**config.mk**
```make
export PLATFORM = sky130hd
export DESIGN_NAME = ntt_loader
export DESIGN_NICKNAME = d
export VERILOG_FILES = /design/src/rtl/ntt_pkg.sv /design/src/rtl/ntt_coef_bank.sv /design/src/rtl/ntt_loader.sv
export SDC_FILE = /design/constraint.sdc
export NUM_CORES = 2
export LEC_CHECK = 0
export CAP_MARGIN = 0
export CORE_AREA = 2 2 354 356
export DETAILED_ROUTE_END_ITERATION = 10
export DIE_AREA = 0 0 356 358
export DONT_BUFFER_PORTS = 1
export GPL_ROUTABILITY_DRIVEN = 0
export HOLD_SLACK_MARGIN = 0.05
export PLACE_DENSITY = 0.86
export SLEW_MARGIN = 40
export SYNTH_ARGS = -nofsm -noshare
export SYNTH_HDL_FRONTEND = slang
export SYNTH_HIERARCHICAL = 1
export SYNTH_SLANG_ARGS = --single-unit
```
**constraint.sdc**
```tcl
create_clock -name clk -period 6.61 [get_ports clk]
set_clock_uncertainty 0.15 [all_clocks]
set_input_delay 0.3305 -clock clk [delete_from_list [all_inputs] [get_ports clk]]
set_output_delay 0.3305 -clock clk [all_outputs]
set_load 0.01 [all_outputs]
```
**src/rtl/ntt_pkg.sv**
```systemverilog
// Shared NTT types and constants: coefficient word, butterfly operand pair, loader FSM states.
// Pure declarations; no logic, no latency, no flow control.
package ntt_pkg;
    localparam int COEF_W = 64;
    localparam int N      = 32;
    localparam int LOG2N  = $clog2(N);
    localparam int HALF_N = N / 2;

    typedef logic [COEF_W-1:0] coef_t;

    typedef struct packed {
        coef_t b;
        coef_t a;
    } pair_t;

    typedef enum logic {
        ST_FILL  = 1'b0,
        ST_DRAIN = 1'b1
    } ld_state_t;
endpackage

```
**src/rtl/ntt_coef_bank.sv**
```systemverilog
// One polynomial frame of coefficients: single write port, dual read at j and j+pN/2.
// Latency: write lands on the next edge; reads are combinational. No flow control of its own.
module ntt_coef_bank
    import ntt_pkg::*;
#(
    parameter int pCOEF_WIDTH = COEF_W,
    parameter int pN          = N
) (
    input  logic                      clk,
    input  logic                      we,
    input  logic [$clog2(pN)-1:0]     wa,
    input  logic [pCOEF_WIDTH-1:0]    wd,
    input  logic [$clog2(pN)-2:0]     ra,
    output logic [pCOEF_WIDTH-1:0]    rd_lo,
    output logic [pCOEF_WIDTH-1:0]    rd_hi
);
    logic [pCOEF_WIDTH-1:0] mem [pN];

    always_ff @(posedge clk) begin
        if (we) begin
            mem[wa] <= wd;
        end
    end

    // pN is a power of two, so the top address bit selects the upper half.
    assign rd_lo = mem[{1'b0, ra}];
    assign rd_hi = mem[{1'b1, ra}];
endmodule

```
**src/rtl/ntt_loader.sv**
```systemverilog
// Buffers a pN-coefficient frame and emits {x[j+pN/2], x[j]} pairs; NTT_LOADER_PINGPONG_EN adds a 2nd bank.
// Latency: pair 0 valid one edge after the final coefficient is accepted; then one pair per cycle.
// Backpressure: s_rdy low while no bank is empty; ld_d/ld_last held while ld_vld && !ld_rdy.
module ntt_loader
    import ntt_pkg::*;
#(
    parameter int pDATA_WIDTH = $bits(pair_t),
    parameter int pCOEF_WIDTH = COEF_W,
    parameter int pN          = N
) (
    input  logic                   clk,
    input  logic                   rstn,
    input  logic                   s_vld,
    output logic                   s_rdy,
    input  logic [pCOEF_WIDTH-1:0] s_d,
    input  logic                   s_last,
    output logic                   ld_vld,
    input  logic                   ld_rdy,
    output logic [pDATA_WIDTH-1:0] ld_d,
    output logic                   ld_last,
    output logic                   err
);
    localparam int AW = $clog2(pN);
    localparam int JW = AW - 1;
    localparam logic [AW-1:0] WI_LAST = AW'(pN - 1);
    localparam logic [JW-1:0] J_LAST  = JW'(pN / 2 - 1);

    logic [AW-1:0]          wi;
    logic [JW-1:0]          rj;
    logic                   acc, frame_done, adv, fin, load, s_rdy_d;
    logic [pCOEF_WIDTH-1:0] src_lo, src_hi;

    assign acc        = s_vld && s_rdy;
    assign frame_done = acc && (wi == WI_LAST);
    assign adv        = !ld_vld || ld_rdy;
    assign fin        = ld_vld && ld_rdy && ld_last;

    always_ff @(posedge clk or negedge rstn) begin
        if (!rstn) begin
            wi    <= '0;
            err   <= 1'b0;
            s_rdy <= 1'b0;
        end else begin
            err   <= acc && (s_last != (wi == WI_LAST));
            s_rdy <= s_rdy_d;
            if (acc) begin
                wi <= wi + AW'(1);
            end
        end
    end

`ifdef NTT_LOADER_PINGPONG_EN
    logic [1:0]             full, full_nxt;
    logic                   wb, rb, rb_nxt;
    logic [pCOEF_WIDTH-1:0] lo0, hi0, lo1, hi1;

    always_comb begin
        full_nxt = full;
        if (frame_done) full_nxt[wb] = 1'b1;
        if (fin)        full_nxt[rb] = 1'b0;
    end

    // On the final-pair handshake the read side already looks at the other bank,
    // so a waiting frame starts draining without a bubble.
    assign rb_nxt  = rb ^ fin;
    assign s_rdy_d = !full_nxt[wb ^ frame_done];
    assign load    = adv && full[rb_nxt];
    assign src_lo  = rb_nxt ? lo1 : lo0;
    assign src_hi  = rb_nxt ? hi1 : hi0;

    always_ff @(posedge clk or negedge rstn) begin
        if (!rstn) begin
            full <= '0;
            wb   <= 1'b0;
            rb   <= 1'b0;
        end else begin
            full <= full_nxt;
            wb   <= wb ^ frame_done;
            rb   <= rb_nxt;
        end
    end

    ntt_coef_bank #(.pCOEF_WIDTH(pCOEF_WIDTH), .pN(pN)) u_bank0 (
        .clk(clk), .we(acc && !wb), .wa(wi), .wd(s_d), .ra(rj), .rd_lo(lo0), .rd_hi(hi0)
    );
    ntt_coef_bank #(.pCOEF_WIDTH(pCOEF_WIDTH), .pN(pN)) u_bank1 (
        .clk(clk), .we(acc && wb), .wa(wi), .wd(s_d), .ra(rj), .rd_lo(lo1), .rd_hi(hi1)
    );
`else
    ld_state_t state, state_nxt;

    always_ff @(posedge clk or negedge rstn) begin
        if (!rstn) begin
            state <= ST_FILL;
        end else begin
            state <= state_nxt;
        end
    end

    always_comb begin
        state_nxt = state;
        case (state)
            ST_FILL:  if (frame_done) state_nxt = ST_DRAIN;
            ST_DRAIN: if (fin)        state_nxt = ST_FILL;
            default:  state_nxt = ST_FILL;
        endcase
    end

    always_comb begin
        s_rdy_d = (state_nxt == ST_FILL);
        load    = adv && (state == ST_DRAIN) && !fin;
    end

    ntt_coef_bank #(.pCOEF_WIDTH(pCOEF_WIDTH), .pN(pN)) u_bank0 (
        .clk(clk), .we(acc), .wa(wi), .wd(s_d), .ra(rj), .rd_lo(src_lo), .rd_hi(src_hi)
    );
`endif

    always_ff @(posedge clk or negedge rstn) begin
        if (!rstn) begin
            ld_vld  <= 1'b0;
            ld_last <= 1'b0;
            ld_d    <= '0;
            rj      <= '0;
        end else if (load) begin
            ld_vld  <= 1'b1;
            ld_d    <= {src_hi, src_lo};
            ld_last <= (rj == J_LAST);
            rj      <= rj + JW'(1);
        end else if (ld_vld && ld_rdy) begin
            ld_vld  <= 1'b0;
            ld_last <= 1'b0;
        end
    end
endmodule

```
==> reports/qor.txt <==
status = complete, no violations
vias in the first global route = 45110
Avg Inst Size Synth = 22.84 um2
Area Overhead vs Synth = 12.98%
WL met3 = 36800 um
clk_lat worst skew = 0.86 ns
CP endpoint kind = flop
CP Class = reg -> reg
Final setup viols = 0
r2r worst-path depth = 7
P_leak = 30.13 nW
Starting Density = 66.81%
drt wl/cell = 43.68 um
Reg2Reg Setup Slack = 2.80 ns
CTS tree = built
power per cell area = 426.4 mW/mm2
clk slew on worst S/H paths = 0.06 ns
mapped cell area = 0.08239 mm2
asr flop ratio synth = 6.484%
largest net degree at the start of global routing = 143
slowest CP cell = buf_4
via count = 44030
routed vias/inst = 7.758
crit start category = flop
synth warn = 6
Seq. cell area = 0.06507 mm2
I/O pins = 201
fin util = 75.49%
Yosys top cell by area = edfxtp_1
Num CTS Buffers = 201
Seq/Total Area, Yosys = 78.96%
M1 wire length = 73880 um
Die Y-Extent = 358 um
TritonRoute pass-1 iters = 6
maximum operating frequency = 262.2 MHz
Synth top area share = 74.64%
EDFF count, synth = 2048
row count = 129
PortBufs = 0
worst hold path type = in -> reg
setup_tns = 0 ns
crit path DAT = 4.10 ns
DIE AREA = 0.1274 mm2
H-tree Lvls = 4
Final Hold Viols = 0
Num Clock Sinks = 2190
share of layout cells above drive strength 1 = 25.55%
Data required, critical path = 6.90 ns
DRC Markers = 0
Slew Viols, Final = 0
FF-to-FF End = u_bank0/mem[25][51]$_DFFE_PP_
clock root buffer = clkbuf_16
Final Critical Period = 3.814 ns
layout net count = 3934
pre-CTS WS = 2.954 ns
final wirelength = 248000 um
met2 wire len = 120500 um
register bit count reported by yosys = 2190
Die W = 356 um
Synth area leaders = edfxtp_1, mux4_2, dfrtp_1, a22oi_1, mux2i_1
Worst Tran Pin Value = 1.006 ns
Slew headroom = 32.95%
hold_sp = s_d[8]
top layer in use = met5
Crit Path Max Fanout = 39
Routed Antenna Nets = 0
CTS Buffer Depth = 3
antenna violations before repair = 12
slowest cell delay on critical path = 0.82 ns
final worst slack = 2.796 ns
R2R Path Start = s_rdy$_DFF_PN0_
fill count = 5780
MaxCap Viol Count = 0
multi-input logic area = 0.01656 mm2
Most common cell on crit path = buf_4
Hold Path End = u_bank0/mem[12][8]$_DFFE_PP_
final period utilization = 57.70%
Mapped Nets = 3680
Remaining Overflow, GRT = 0
Syn Inst Count = 3608
GRT Util Overall = 39.16%
RSZ-0062 raised after global routing = false
Core ar. = 0.1233 mm2
HPWL after DPL = 110500 um
first-pass GRT wire length = 343200 um
DRT iter0 DRCs = 8757
Max rail drop VDD = 0.4266 mV
hold path depth = 2
crit-path cells = nand2_1 > inv_1 > nand3b_1 > buf_4 > nor2_4 > buf_4 > buf_4
Synth cell types = 43
Synth Flop Type = edfxtp_1
==> timing repair <==
action,in CTS,in global routing
endpoints found under the setup margin,0,0
endpoints found under the hold margin,2201,1315
resized for setup,0,0
setup buffers,0,0
hold buffers,96,40
==> Yosys cell counts (all sizes together) (12+ instances only) <==
master / n
edfxtp: 2048
mux4: 466
a22oi: 214
dfrtp: 142
mux2: 131
buf: 130
nand2: 119
mux2i: 105
clkbuf: 67
nor2: 40
a21oi: 32
a211oi: 20
o211ai: 20
o22ai: 20
nor2b: 12
==> metrics by stage <==
step / cell area (um2) / std cells / hold slack (ns) / total power, mW
after floorplan: 82390 / 3608 / -0.1151 / 23.94
after global placement: 84540 / 5134 / -0.1028 / 26.33
after detailed placement: 85020 / 5153 / -0.1029 / 26.84
after CTS: 92710 / 5625 / 0.1251 / 39.13
after global routing: 93080 / 5673 / 0.2387 / 40.37
final: 93090 / 5676 / 0.2616 / 39.69
==> power by group <==
part           internal (mW)  switching, mW  total (mW)  leakage [nW]
Sequential              16.4           1.21        17.6          20.1
Clock                   6.44           5.39        11.8          3.17
Combinational           4.17           6.12        10.3          6.82
Total                   27.0           12.7        39.7          30.1
==> logic make-up after synthesis <==
| group | share of synthesized area, % |
|---|---|
| AO/OA/AOI/OAI | 2.808 |
| AND/OR/NAND/NOR | 0.9916 |
| multiplexers | 15.80 |
| buffers and inverters | 1.321 |
| flip-flops | 78.96 |
| XOR/XNOR | 0.07441 |
| adder cells (fa/ha/maj) | 0.04556 |
==> cells in the final DEF, fill, tap and decap left out, drive strengths merged, types with 3 or more instances in the layout <==
cell,count
a211oi,20
ha,3
o22ai,20
nand2,119
a22oi,214
o211ai,20
xnor2,4
diode,4
inv,13
dfrtp,142
nand3,4
clkinv,61
nor2b,12
nand3b,5
bufinv,10
nand2b,3
nor2,40
dlygate4sd3,71
edfxtp,2048
o21ai,3
mux4,466
clkbuf,294
xor2,3
a21oi,32
mux2i,105
mux2,131
buf,176
==> worst max path at each step <==
stage | startpoint | end
floorplan | s_rdy$_DFF_PN0_ | u_bank0/mem[20][0]$_DFFE_PP_
global placement | s_rdy$_DFF_PN0_ | u_bank0/mem[21][51]$_DFFE_PP_
detailed placement | s_rdy$_DFF_PN0_ | u_bank0/mem[25][54]$_DFFE_PP_
CTS | s_rdy$_DFF_PN0_ | u_bank0/mem[25][51]$_DFFE_PP_
global route | s_rdy$_DFF_PN0_ | u_bank0/mem[25][51]$_DFFE_PP_
finish | s_rdy$_DFF_PN0_ | u_bank0/mem[25][51]$_DFFE_PP_
==> final cells by class <==
class                      instances  area share [%]
multi-input combinational       1219           17.79
tap                             1637           2.200
timing repair buffer             248           3.149
clock inverter                    83          0.7715
inverter                           2        0.008065
clock buffer                     293           6.171
antenna                            4         0.01075
sequential                      2190           69.90
==> state kept, by name (all words and copies together) (netlist names) <==
signal       count
err              1
ld_d           128
ld_last          1
ld_vld           1
rj               4
s_rdy            1
state            1
u_bank0/mem   2048
wi               5
==> critical path: cells and delay by family (launching register included) <==
| kind | cells | cell delay, ns |
|---|---|---|
| buf+inv | 4 | 2.04 |
| simple gates | 3 | 0.73 |
| flops | 1 | 0.42 |
==> per-layer routing <==
layer	GRT usage, %	up-vias
met5	0	-
met4	22.78	14
met3	10.82	1087
met2	61.79	5019
met1	49.73	22170
li1	-	15740
Note: power is estimated with default switching activity, not from simulation.
